$ cat src/rtl/uart_rx_fifo.sv
// Receive FIFO behind a UART receiver: captures one word per valid_rx high period,
// tracks per-entry error flags, overrun and saturating error statistics.
module uart_rx_fifo #(
  parameter int unsigned DATA_BITS    = 8,
  parameter int unsigned DEPTH        = 16,
  parameter int unsigned DROP_ERRORED = 0
) (
  input  logic                    clk,
  input  logic                    reset,
  input  logic                    valid_rx,
  input  logic [DATA_BITS-1:0]    RxData,
  input  logic                    Parity_error,
  input  logic                    Stop_error,
  input  logic                    rd_en,
  output logic [DATA_BITS-1:0]    rd_data,
  output logic                    rd_perr,
  output logic                    rd_serr,
  output logic                    rd_valid,
  output logic                    empty,
  output logic                    full,
  output logic [$clog2(DEPTH):0]  count,
  output logic                    overrun,
  input  logic                    clr_overrun,
  output logic [7:0]              perr_cnt,
  output logic [7:0]              serr_cnt
);

  localparam int unsigned PW = $clog2(DEPTH);
  localparam int unsigned CW = PW + 1;

  typedef struct packed {
    logic                 serr;
    logic                 perr;
    logic [DATA_BITS-1:0] data;
  } entry_t;

  entry_t         mem [DEPTH];
  entry_t         wr_entry;
  logic [PW-1:0]  wr_ptr;
  logic [PW-1:0]  rd_ptr;
  logic           valid_q;
  logic           frame_evt;
  logic           storable;
  logic           push;
  logic           pop;
  logic           overrun_set;
  logic [CW-1:0]  count_nxt;

  // Frame qualification and push/pop arbitration; a pop needs an entry already present.
  always_comb begin
    frame_evt   = valid_rx & ~valid_q;
    storable    = frame_evt & ~((DROP_ERRORED != 0) & (Parity_error | Stop_error));
    pop         = rd_en & ~empty;
    push        = storable & (~full | pop);
    overrun_set = storable & full & ~pop;
    count_nxt   = count + CW'(push) - CW'(pop);
    wr_entry    = '{serr: Stop_error, perr: Parity_error, data: RxData};
  end

  // Storage array carries no reset; occupancy alone defines which entries are live.
  always_ff @(posedge clk) begin
    if (push) mem[wr_ptr] <= wr_entry;
  end

  always_ff @(posedge clk) begin
    if (reset) begin
      valid_q  <= 1'b0;
      wr_ptr   <= '0;
      rd_ptr   <= '0;
      count    <= '0;
      empty    <= 1'b1;
      full     <= 1'b0;
      rd_valid <= 1'b0;
      rd_data  <= '0;
      rd_perr  <= 1'b0;
      rd_serr  <= 1'b0;
      overrun  <= 1'b0;
      perr_cnt <= 8'd0;
      serr_cnt <= 8'd0;
    end else begin
      valid_q  <= valid_rx;
      rd_valid <= pop;
      count    <= count_nxt;
      empty    <= (count_nxt == CW'(0));
      full     <= (count_nxt == CW'(DEPTH));
      if (push) wr_ptr <= wr_ptr + PW'(1);
      if (pop) begin
        rd_ptr  <= rd_ptr + PW'(1);
        rd_data <= mem[rd_ptr].data;
        rd_perr <= mem[rd_ptr].perr;
        rd_serr <= mem[rd_ptr].serr;
      end
      // Set has priority over clear so a lost frame is never hidden.
      if (overrun_set)      overrun <= 1'b1;
      else if (clr_overrun) overrun <= 1'b0;
      if (frame_evt && Parity_error && perr_cnt != 8'hFF) perr_cnt <= perr_cnt + 8'd1;
      if (frame_evt && Stop_error   && serr_cnt != 8'hFF) serr_cnt <= serr_cnt + 8'd1;
    end
  end

endmodule

$ cat config.mk
export PLATFORM = sky130hd
export DESIGN_NAME = uart_rx_fifo
export DESIGN_NICKNAME = d
export VERILOG_FILES = /design/src/rtl/uart_rx_fifo.sv
export SDC_FILE = /design/constraint.sdc
export NUM_CORES = 1
export LEC_CHECK = 0
export ABC_AREA = 1
export ABC_CLOCK_PERIOD_IN_PS = 2200
export BUFFER_PORTS_ARGS = -buffer_cell sky130_fd_sc_hd__buf_4
export CAP_MARGIN = 5
export CORE_ASPECT_RATIO = 1.5
export CORE_MARGIN = 8
export CORE_UTILIZATION = 55
export CTS_CLUSTER_DIAMETER = 100
export DETAILED_ROUTE_END_ITERATION = 6
export GPL_ROUTABILITY_DRIVEN = 1
export PLACE_DENSITY_LB_ADDON = 0.2
export SYNTH_ARGS = -nofsm -noshare
export SYNTH_HDL_FRONTEND = slang
export SYNTH_SLANG_ARGS = --single-unit
$ cat constraint.sdc
create_clock -name clk -period 2.2 [get_ports clk]
set_input_delay 0.33 -clock clk [delete_from_list [all_inputs] [get_ports clk]]
set_output_delay 0.33 -clock clk [all_outputs]
set_load 0.05 [all_outputs]
### Word-level counts from Yosys, hierarchy flattened

Memory sizes are Yosys's and may differ from the RTL's. A register that Yosys moved wholly into a read port is not among the register bits.
Index checks and enable logic that the tools add are counted.
Widths: inputs -> output; s select.

* reductions and logical operators: 6
* muxes and demuxes: 4
* equality and inequality tests: 3
* add/sub/neg operators: 6
* bitwise operators: 10

Operator list (number)
* $add 8x1->8 const B: 2
* $ne 8x8->1 const B: 2
* $add 4x1->4 const B: 2
* $add 5x1->5: 1
* $and 1x1->1: 5
* $eq 5x5->1 const B: 1
* $logic_not 5->1: 1
* $sub 5x1->5: 1
* $logic_and 1x1->1: 4
* $mux 1: 4
* $not 1->1: 4
* $reduce_bool 2->1: 1
* $or 1x1->1: 1

* memories kept: 1
* output and inout bits: 35
* register bits: 34
* bits in writable memories: 160

Memory list
* mem: depth 16, bits a word 10, read ports 1, clocked after Yosys merged registers in 1, wr ports 1, RTL line 37 `entry_t mem [DEPTH];`

### Depth between registers and ports, before layout

Gate-level depths: netlist of the first run.

* depth in word-level cells: 7
* depth in mapped cells: 13

### Worst setup path before layout of the first run

No wires, ideal clock.

* path kind: register -> register
* start: register empty
* end: register full
* data arrival time: 2525 ps
* path slack: -403 ps
* stages on the path, launching flop included: 14
* data required time: 2122 ps
* clock period less this slack: 2603 ps
* path through: dfxtp_1 > inv_1 > nand2_1 > inv_1 > buf_2 > ha_1 > inv_1 > ha_1 > inv_1 > fa_1 > o21ai_0 > xnor2_1 > inv_1 > nor3_1

* word-level cells in the longest chain between the ends: 7

Ends and longest elaborated chain
* start, declared: RTL line 19 `output logic empty,`
* start signal, assigned: RTL line 84 `empty <= (count_nxt == CW'(0));`
* $not 1->1 *: RTL line 53 `pop = rd_en & ~empty;`
* $and 1x1->1 *: RTL line 53
* via pop: RTL line 45 `logic pop;`
* $or 1x1->1: RTL line 54 `push = storable & (~full | pop);`
* $and 1x1->1: RTL line 54
* $add 5x1->5: RTL line 56 `count_nxt = count + CW'(push) - CW'(pop);`
* $sub 5x1->5 *: RTL line 56
* $eq 5x5->1 *: RTL line 85 `full <= (count_nxt == CW'(DEPTH));`
* end signal, assigned: RTL line 85
* end, declared: RTL line 20 `output logic full,`

The timed path passes the listed nets; every way through them passes the cells marked *.
A chain may end at the register's enable or synchronous reset.

### Worst setup path in the final report of the first run

* start: register empty
* end: register full

* word-level cells in the longest chain between the ends: 7

Ends and longest elaborated chain (RTL line)
* $not 1->1 *: 53
* $and 1x1->1 *: 53
* $or 1x1->1: 54
* $and 1x1->1: 54
* $add 5x1->5: 56
* $sub 5x1->5 *: 56
* $eq 5x5->1 *: 85

Mark *: on every way between the ends. The rest lies on a longest branch, timed or not.

==> results.tsv, run 1 <==
stage	metric	value	unit
hold_path	hp-start	valid_rx	
critical_path	crit_start	empty	
hold_path	hold_path.class	input port to flip-flop	
global_route	grt_max_degree	82	
timing	setup_viol	0	
routing	post_drt_wl_per_cell	17.9	µm
yosys	ys_async_sr_fraction	0	%
critical_path	worstPathCellList	inv_4, nand2_4, nand2_2, nand2_2, ha_4, inv_1, ha_2, inv_2, fa_2, inv_1, nor2_1, nand4_1, nor3_1	
timing	hold-worst-slack	0.0677	ns
layout	layout.cells.non_filler	1112	
placement	gp_congestion	0.876	
hold_path	holdPathStages	3	
yosys	yosysTopAreaCellShare	55.8	%
layout	drive_gt1_share	14.9	%
yosys	synth-seq-area-share	66.0	%
timing	setup_slack	0.0405	ns
clocking	cts_root_buffer	clkbuf_16	
yosys	synthDistinctLibCells	29	
yosys	synth_cells	832	
critical_path	r2r-end	full	
power_and_ir_drop	ir_worst_vdd	0.863	mV
global_route	grt_use_total	20.2	%
timing	worstMarginPinSlew	0.571	ns
routing	ant_nets	0	
yosys	ys_ff_latch	204	
layout	final_nets	926	
timing	finalHoldViolCount	0	
timing	fin_crit_sh	98.2	%
critical_path	r2r-start	empty	
power_and_ir_drop	p_leak	3.90	nW
clocking	cts_tree	done	
layout	fillers	1198	
yosys	syn_area_per_cell	10.4	µm²
layout	finalInstanceArea	0.00983	mm²
clocking	clkSinkCount	204	
yosys	yosysWarnings	0	
critical_path	worstSetupStartpointType	flip-flop	
global_route	overflow	0	
placement	place_hpwl	13400	µm
routing	drt_pass1_iterations	5	
yosys	yosysMostFrequentCell	nand2_1	
clocking	postCtsHoldBufs	0	
flow_run	drv_cap	0	
placement	place_inst	1080	
yosys	syn-cell-area	0.00862	mm²
layout	syn_to_final_growth	14.1	%
critical_path	path_max_fanout	3	
critical_path	worstSetupPathType	flip-flop to flip-flop	
critical_path	crit_family	adder cells	
yosys	ys.flop_type	edfxtp_1	
placement	portBuffers	49	
die	die_area	0.0200	mm²
global_route	grt_pass1_wl	32000	µm
timing	skew	0.0126	ns
global_route	grt_pass1_vias	6276	
clocking	numCtsBuffers	18	
die	start_util	55.6	%
critical_path	reg2reg_slack	0.04	ns
yosys	yosysTopAreaCell	edfxtp_1	
clocking	cts_max_level	1	
critical_path	worst_r2r_path_depth	13	
critical_path	worst-path-buf-inv	4	
yosys	synth_area_leaders	edfxtp_1 56%, nand2_1 12%, dfxtp_1 10%, nand3_1 8.2%, nor2_1 2.6%	
yosys	synth_edf_count	160	
power_and_ir_drop	power_density	991	mW/mm²
die	die_w	118	µm
status	status	finished, final reports clean	
critical_path	endpoint_kind	flip-flop	
die	io_pins	50	
timing	drv_slew	0	
routing	wirelength	19900	µm
routing	drtIter0Drc	487	
hold_path	holdPathEnd	valid_q	
critical_path	cp_slowest_cell	fa_2	
routing	route.detailed.drc	0	
global_route	antenna_found_initial	0	
yosys	ys_top_cells_by_count	266 x nand2_1, 160 x edfxtp_1, 141 x nand3_1	
critical_path	worst_ep_arrival_time	2.56	ns
critical_path	slowest_delay	0.53	ns
clocking	path_clk_slew	0.06	ns
timing	relSlewSlack	61.9	%
routing	vias	6054	
die	die_h	169	µm
timing	max_freq	463	MHz
clocking	ctsLongestPathBuffers	3	
timing	period_minus_slack	2.16	ns
placement	placed_area	0.00923	mm²
layout	final_util	63.5	%
die	rows	56	
placement	dpl_worst_slack	0.0250	ns
routing	avgViaCountPerCell	5.44	
yosys	syn_nets	860	
die	core_area	0.0155	mm²
clocking	insertion_delay	0.48	ns
critical_path	crit_required	2.60	ns
layout	antennaDiodeCount	0	
[cells by family (layout without fill, tap and decap cells)]
logic type                 count (synthesis)  count (layout)  synth area share [%]
adders and majority gates                 13              13                  1.97
and+or+nand+nor                          481             481                  23.5
xor gates and xnor gates                   7               7                 0.711
AOI/OAI and AO/OA                         35              35                  2.08
DFF                                      204             204                  66.0
buffers and inverters                     92             169                  5.75
[worst max path at each step]
stage          endpoint  slack (ns)  depth (start not counted)
2_1_floorplan      full        0.01                         13
6_report           full        0.04                         13
4_1_cts            full        0.05                         13
3_5_place_dp       full        0.03                         13
5_1_grt            full       -0.12                         13
3_3_place_gp      empty        0.03                         13
[metrics by stage]
step | total power, mW | TNS [ns]
6_report | 9.74 | 0
5_1_grt | 10.2 | -0.172
4_1_cts | 9.73 | 0
3_5_place_dp | 6.75 | 0
3_3_place_gp | 6.69 | 0
2_1_floorplan | 6.18 | 0
[tightest hold or removal path: stages]
cell	delay (ns)
buf_4	0.08
inv_1	0.03
nor2_1	0.07
[state kept, by name, indices dropped and copies added, names as in the netlist]
signal	flops
rd_valid	1
rd_serr	1
rd_ptr	4
overrun	1
rd_data	8
empty	1
wr_ptr	4
serr_cnt	8
count	5
rd_perr	1
full	1
valid_q	1
perr_cnt	8
mem	160
[layout make-up]
class                   count  area (µm²)  share of cell area (%)
inverters                  54         215                    2.19
well taps                 203         254                    2.58
repair buffers             84         631                    6.42
multi-input cells         536        2480                    25.2
clock buffers              20         479                    4.88
clock inverters            11        81.3                   0.827
flip-flops and latches    204        5690                    57.9
[placed cells by master (no fill, tap or decap), types with 8 or more instances in the layout]
| cell type | count |
|---|---|
| nand2_1 | 263 |
| edfxtp_1 | 160 |
| nand3_1 | 141 |
| buf_4 | 84 |
| nor2_1 | 60 |
| inv_1 | 47 |
| dfxtp_1 | 41 |
| a21oi_1 | 21 |
| clkbuf_16 | 19 |
| o21ai_0 | 11 |
| ha_1 | 10 |
| clkinv_2 | 8 |
[report_power, final]
group	total (mW)	leakage [nW]	internal [mW]	switching (mW)
clock network	3.00	0.282	1.69	1.31
logic	2.27	1.81	0.712	1.56
registers	4.47	1.80	4.34	0.133
[routing by layer]
| metal | global-route usage, % | routed length (µm) | vias to the layer above | share of wire, % |
|---|---|---|---|---|
| met5 | 0 | 0 | - | 0 |
| met1 | 21.4 | 7370 | 2873 | 37 |
| met3 | 2.60 | 961 | 44 | 4.8 |
| li1 | - | - | 2929 | - |
| met2 | 38.2 | 10800 | 208 | 54 |
| met4 | 10.6 | 824 | 0 | 4.1 |
[timing repair]
action / 4_1_cts / 5_1_grt
setup endpoints to repair: 0 / 3
buffers inserted: 0 / 1
gates resized for setup: 0 / 9
Note: power is estimated with default switching activity, not from simulation.
==> run 2, diff against run 1 <==
--- a/config.mk
+++ b/config.mk
@@ -6,12 +6,12 @@
 export NUM_CORES = 1
 export LEC_CHECK = 0
 export ABC_AREA = 1
-export ABC_CLOCK_PERIOD_IN_PS = 2200
+export ABC_CLOCK_PERIOD_IN_PS = 2500
 export BUFFER_PORTS_ARGS = -buffer_cell sky130_fd_sc_hd__buf_4
 export CAP_MARGIN = 5
 export CORE_ASPECT_RATIO = 1.5
 export CORE_MARGIN = 8
-export CORE_UTILIZATION = 55
+export CORE_UTILIZATION = 65
 export CTS_CLUSTER_DIAMETER = 100
 export DETAILED_ROUTE_END_ITERATION = 6
 export GPL_ROUTABILITY_DRIVEN = 1
==> constraint.sdc (replaced) <==
create_clock -name clk -period 2.5 [get_ports clk]
set_input_delay 0.375 -clock clk [delete_from_list [all_inputs] [get_ports clk]]
set_output_delay 0.375 -clock clk [all_outputs]
set_load 0.05 [all_outputs]
==> run 2 against run 1 <==
Count of clock-buffer cells in the layout rose by 7; first-iteration DRC count is 21% higher; maximum frequency down 4.1%; utilization rose by 11 points; critical path type unchanged.
==> results.tsv, run 2 (synthesized netlist as in run 1, its figures left out) <==
stage	metric	value	unit	change
routing	drt_pass1_iterations	6		+1
layout	fillers	874		-27%
clocking	path_clk_slew	0.06	ns	about the same
clocking	insertion_delay	0.48	ns	about the same
global_route	grt_pass1_vias	6187		-1.4%
die	die_w	110	µm	-6.9%
clocking	numCtsBuffers	18		unchanged
critical_path	path_max_fanout	2		-1
global_route	grt_use_total	23.7	%	+3.5 points
placement	gp_congestion	0.944		+7.8%
critical_path	worstSetupPathType	flip-flop to flip-flop		
global_route	grt_pass1_wl	31600	µm	-1.2%
timing	finalHoldViolCount	0		unchanged
routing	route.detailed.drc	0		unchanged
timing	worstMarginPinSlew	0.783	ns	+0.213 ns
timing	period_minus_slack	2.25	ns	+0.0916 ns
routing	drtIter0Drc	588		+21%
placement	portBuffers	49		unchanged
power_and_ir_drop	power_density	882	mW/mm²	-11%
placement	place_hpwl	13000	µm	-2.5%
clocking	ctsResizeCount	0		unchanged
timing	finalSetupTns	0	ns	unchanged
timing	fin_crit_sh	90.0	%	-8.1 points
routing	wirelength	19800	µm	-0.67%
critical_path	slowest_delay	0.39	ns	-0.14 ns
clocking	cts_root_buffer	clkbuf_16		
critical_path	worst-path-buf-inv	5		+1
die	core_area	0.0130	mm²	-16%
critical_path	worstPathCellList	inv_1, nand2_1, inv_1, nand2_1, ha_1, inv_1, ha_1, inv_1, fa_1, o21ai_0, xnor2_1, inv_1, nor3_1		
placement	place_inst	1029		-4.7%
global_route	antenna_found_initial	0		unchanged
layout	final_common_cell	nand2_1		
critical_path	crit_required	2.90	ns	+0.30 ns
routing	avgViaCountPerCell	5.81		+6.7%
timing	relSlewSlack	47.7	%	-14 points
layout	drive_gt1_share	12.0	%	-2.9 points
critical_path	crit_family	adder cells		
timing	setup_viol	0		unchanged
critical_path	worstSetupStartpointType	flip-flop		
critical_path	cp_slowest_cell	fa_1		
layout	layout.cells.non_filler	1061		-4.6%
global_route	overflow	0		unchanged
die	rows	51		-8.9%
layout	final_nets	918		-0.86%
die	die_h	157	µm	-7.3%
clocking	ctsLongestPathBuffers	3		unchanged
timing	max_freq	444	MHz	-4.1%
clocking	clkSinkCount	204		unchanged
die	die_area	0.0173	mm²	-14%
layout	regMostFlops	mem		
layout	syn_to_final_growth	12.2	%	
power_and_ir_drop	p_leak	3.85	nW	-1.3%
critical_path	endpoint_kind	flip-flop		
status	status	finished, final reports clean		
clocking	cts_max_level	1		unchanged
routing	ant_nets	0		unchanged
timing	skew	0.00653	ns	-0.00608 ns
clocking	postCtsHoldBufs	0		unchanged
hold_path	hold_path.class	input port to flip-flop		
critical_path	worst_ep_arrival_time	2.65	ns	+0.09 ns
die	start_util	66.5	%	+11 points
layout	largest_reg_flops	160		unchanged
critical_path	crit_top_cell	inv_1		
timing	drv_slew	0		unchanged
power_and_ir_drop	ir_worst_vdd	1.16	mV	+34%
die	io_pins	50		unchanged
routing	vias	6165		+1.8%
global_route	grt_max_degree	82		unchanged
timing	rsz0062_at_grt	false		
flow_run	drv_cap	0		unchanged
layout	final_cell_mix	266 x nand2_1, 160 x edfxtp_1, 141 x nand3_1		
clocking	cts_tree	done		
layout	antennaDiodeCount	0		unchanged
clocking	post_cts_buffers	0		unchanged
routing	post_drt_wl_per_cell	18.7	µm	+4.1%
==> run 2: cell types whose count changed in the layout (fill, tap and decap cells not counted), moves of 3 or more <==
cell | previous run | this run
buf_4 | 84 | 76
clkbuf_1 | 1 | 7
clkinv_2 | 8 | 2
inv_1 | 47 | 51
inv_2 | 4 | 1
nand2_1 | 263 | 266
==> run 2: final cells by class <==
| class | count | area (µm²) | area share, % |
|---|---|---|---|
| sequential | 204 | 5690 | 58.8 |
| multi-input combinational | 536 | 2440 | 25.2 |
| timing repair buffer | 76 | 571 | 5.90 |
| clock buffer | 27 | 515 | 5.33 |
| inverter | 54 | 213 | 2.20 |
| tap | 159 | 199 | 2.06 |
| clock inverter | 5 | 47.5 | 0.492 |
==> run 2: worst reg2reg max path: cells and delay by family, from the launching register on <==
kind                       cells  cell delay [ns]
AOI/OAI and AO/OA              1             0.23
xor gates and xnor gates       1             0.17
adders and majority gates      3             0.84
buffers and inverters          5             0.35
DFF                            1             0.31
and+or+nand+nor                3             0.28
==> run 2: per-layer routing <==
metal  wire, µm  vias to the layer above  GRT usage (%)
met5          0                        -              0
met4       1020                        0           12.8
met1       7130                     2892           26.7
met3       1340                       66           3.48
li1           -                     2913              -
met2      10300                      294           41.7
==> run 2: final timing paths <==
check	startpoint	end	slack, ns	cells after the start
setup / recovery	valid_q	full	0.25	13
hold / removal	valid_rx	valid_q	0.13	3
setup reg to reg	valid_q	full	0.25	13
hold reg to reg	perr_cnt[4]	perr_cnt[4]	0.48	2
==> run 2: report_power, final <==
group | internal [mW] | leakage, nW | total [mW] | switching (mW)
sequential | 3.82 | 1.80 | 3.93 | 0.113
clock | 1.53 | 0.275 | 2.66 | 1.13
combinational | 0.577 | 1.77 | 1.94 | 1.36
==> run 2: metrics by stage <==
step | setup WS (ns) | power (mW) | hold slack, ns | util (%) | area, µm²
finish | 0.249 | 8.53 | 0.126 | 74.6 | 9670
global route | 0.0600 | 8.89 | 0.119 | 74.6 | 9670
CTS | 0.248 | 8.55 | 0.110 | 74.6 | 9670
detailed placement | 0.183 | 5.92 | 0.460 | 70.3 | 9110
global placement | 0.260 | 5.85 | 0.453 | 70.3 | 9110
floorplan | 0.0589 | 5.41 | 0.474 | - | 8620
==> run 3, diff against run 2 <==
--- a/config.mk
+++ b/config.mk
@@ -5,10 +5,9 @@
 export SDC_FILE = /design/constraint.sdc
 export NUM_CORES = 1
 export LEC_CHECK = 0
-export ABC_AREA = 1
 export ABC_CLOCK_PERIOD_IN_PS = 2500
 export BUFFER_PORTS_ARGS = -buffer_cell sky130_fd_sc_hd__buf_4
-export CAP_MARGIN = 5
+export CAP_MARGIN = 40
 export CORE_ASPECT_RATIO = 1.5
 export CORE_MARGIN = 8
 export CORE_UTILIZATION = 65
==> run 3 against run 2 <==
Synthesized area fell by 4.8%; register-to-register slack got worse by 0.24 ns; highest routed layer unchanged; utilization rose by 2.7 points; sequential power barely moved; sequential share of layout area rose by 0.62 points; critical endpoint unchanged.
==> results.tsv, run 3 <==
stage	metric	value	unit	change
yosys	yosysMostFrequentCell	edfxtp_1		
global_route	overflow	0		unchanged
clocking	insertion_delay	0.48	ns	about the same
timing	drv_slew	0		unchanged
routing	post_drt_wl_per_cell	22.7	µm	+22%
global_route	antenna_found_initial	0		unchanged
power_and_ir_drop	power.share.clock	32.4	%	+1.2 points
timing	setup_viol	0		unchanged
status	status	finished, final reports clean		
yosys	syn-cell-area	0.00820	mm²	-4.8%
critical_path	worstSetupStartpointType	flip-flop		
die	io_pins	50		unchanged
clocking	clkSinkCount	204		unchanged
placement	gp_congestion	0.803		-15%
routing	avgViaCountPerCell	6.25		+7.6%
yosys	yosysWarnings	0		unchanged
layout	drive_gt1_share	25.1	%	+13 points
yosys	synthDistinctLibCells	45		+55%
timing	finalHoldViolCount	0		unchanged
timing	relSlewSlack	47.6	%	-0.14 points
power_and_ir_drop	p_leak	3.28	nW	-15%
power_and_ir_drop	netSwitchingPower	2.17	mW	-17%
power_and_ir_drop	power_density	859	mW/mm²	-2.7%
power_and_ir_drop	p_int	6.06	mW	+2.2%
yosys	syn_area_per_cell	16.6	µm²	+60%
die	die_area	0.0165	mm²	-4.3%
yosys	yosysTopAreaCellShare	58.6	%	+2.8 points
clocking	cts_root_buffer	clkbuf_16		
placement	portBuffers	49		unchanged
yosys	syn_nets	523		-39%
routing	ant_nets	0		unchanged
power_and_ir_drop	ir_worst_vdd	1.15	mV	-1.1%
layout	final_nets	606		-34%
layout	largest_reg_flops	160		unchanged
timing	hold-worst-slack	0.215	ns	+0.0888 ns
clocking	numCtsBuffers	18		unchanged
yosys	ys.flop_type	edfxtp_1		
yosys	ys_ff_latch	204		unchanged
power_and_ir_drop	power_frac_comb	19.7	%	-3.1 points
critical_path	worstSetupPathType	flip-flop to flip-flop		
yosys	ys_top_cells_by_count	160 x edfxtp_1, 44 x dfxtp_1, 38 x nor2_1		
yosys	yosysTopAreaCell	edfxtp_1		
timing	skew	0.0225	ns	+0.0160 ns
yosys	synth_area_leaders	edfxtp_1 59%, dfxtp_1 11%, mux4_1 5.4%, mux4_2 3.6%, mux2i_1 3.1%		
die	core_area	0.0124	mm²	-4.4%
die	die_h	154	µm	-2.2%
global_route	grt_use_total	20.9	%	-2.8 points
layout	syn_to_final_growth	16.8	%	
critical_path	crit_required	2.86	ns	-0.04 ns
power_and_ir_drop	p_seq_share	47.9	%	+1.9 points
clocking	cts_tree	done		
placement	place_hpwl	11200	µm	-14%
critical_path	endpoint_kind	flip-flop		
timing	fin_crit_sh	99.6	%	+9.6 points
yosys	synth-seq-area-share	69.3	%	+3.4 points
hold_path	hold_path.class	input port to flip-flop		
routing	drt_pass1_iterations	4		-2
global_route	grt_max_degree	38		-54%
clocking	postCtsHoldBufs	0		unchanged
die	start_util	66.2	%	-0.33 points
timing	period_minus_slack	2.49	ns	+0.240 ns
die	die_w	108	µm	-2.1%
timing	rsz0062_at_grt	true		
clocking	ctsLongestPathBuffers	3		unchanged
routing	wirelength	17000	µm	-14%
routing	route.detailed.drc	0		unchanged
clocking	path_clk_slew	0.07	ns	about the same
global_route	grt_pass1_wl	26500	µm	-16%
layout	regMostFlops	mem		
routing	drtIter0Drc	320		-46%
layout	final_util	77.3	%	+2.7 points
critical_path	path_max_fanout	3		+1
clocking	cts_max_level	1		unchanged
layout	final_common_cell	edfxtp_1		
die	rows	50		-2.0%
layout	final_cell_mix	160 x edfxtp_1, 84 x buf_4, 41 x dfxtp_1		
power_and_ir_drop	p_sw_share	26.4	%	-4.2 points
yosys	synth_cells	495		-41%
yosys	ys_async_sr_fraction	0	%	unchanged
yosys	synth_edf_count	160		unchanged
timing	max_freq	401	MHz	-9.6%
timing	worstMarginPinSlew	0.783	ns	-0.000419 ns
routing	vias	4662		-24%
layout	antennaDiodeCount	0		unchanged
flow_run	drv_cap	0		unchanged
global_route	grt_pass1_vias	4969		-20%
critical_path	worst_ep_arrival_time	2.85	ns	+0.20 ns
## run 3: changes by cell type after synthesis, moves of 9 or more
cell,previous run,this run
mux2i_1,0,25
mux4_1,0,17
inv_1,51,11
nor2_1,60,38
a22oi_1,0,20
mux2_2,0,10
nand2_1,266,23
buf_6,13,4
nand3_1,141,10
a21oi_1,21,6
o21ai_0,13,1
o211ai_1,0,11
mux4_2,0,13
## run 3: power by group through the flow
stage	Sequential [mW]	Clock [mW]	Combinational [mW]
finish	3.94	2.66	1.62
global route	3.96	2.81	1.73
CTS	3.94	2.70	1.56
detailed placement	4.01	0	1.55
global placement	4.00	0	1.48
floorplan	4.22	0	0.827
## run 3: critical path: stages, from the launching register on
cell       delay [ns]
dfxtp_4          0.34
nand2b_4         0.15
a21oi_4          0.16
inv_2            0.06
ha_4             0.26
inv_2            0.04
ha_4             0.15
inv_2            0.05
fa_2             0.21
nor2b_1          0.05
o21a_1           0.19
or3_4            0.40
a2111oi_4        0.35
## run 3: repair_timing
item | in CTS | in global routing
pin swaps | 0 | 6
resized for setup | 1 | 6
setup buffers | 0 | 1
setup endpoints to repair | 1 | 2
cloned | 0 | 0
## run 3: final timing paths
kind | startpoint | end | slack, ns | cells past startpoint
worst max-delay path | empty | full | 0.009 | 12
worst min register to register | rd_data[6] | rd_data[6] | 0.49 | 2
worst min-delay path | RxData[7] | mem[0][7] | 0.21 | 1
worst max register to register | empty | full | 0.009 | 12
## run 3: per-layer routing
layer  global-route usage (%)  part of all wire [%]  wire length, µm
met3                     3.39                   6.5             1100
met4                     8.23                   3.2              549
met2                     37.0                    54             9230
met1                     24.4                    36             6090
met5                        0                     0                0
## run 3: cell families (layout without fill, tap and decap cells)
group                    after synthesis  count (layout)  synth area share (%)
AO/OA/AOI/OAI                         54              54                  4.82
XOR/XNOR                              20              20                  2.14
adder cells (fa/ha/maj)               13              13                  2.08
buffers and inverters                 34             129                  2.04
flip-flops                           204             204                  69.3
multiplexers                          65              65                  13.4
AND/OR/NAND/NOR                      105             105                  6.13
## run 3: layout make-up
class | instances | area, µm²
clock buffers | 28 | 519
clock inverters | 4 | 47.5
fillers | 700 | 2810
inverters | 12 | 45.0
multi-input cells | 257 | 2430
flip-flops and latches | 204 | 5690
well taps | 156 | 195
repair buffers | 85 | 651
## run 3: stage by stage
stage	cell area (µm²)	cells	power (mW)	TNS [ns]	setup slack, ns
floorplan	8250	495	5.05	-0.173	-0.173
finish	9580	746	8.22	0	0.00902
global route	9580	746	8.50	-0.0819	-0.0526
global placement	8950	712	5.48	-0.0752	-0.0666
CTS	9530	745	8.20	0	0.0170
detailed placement	8960	713	5.56	-0.114	-0.0677
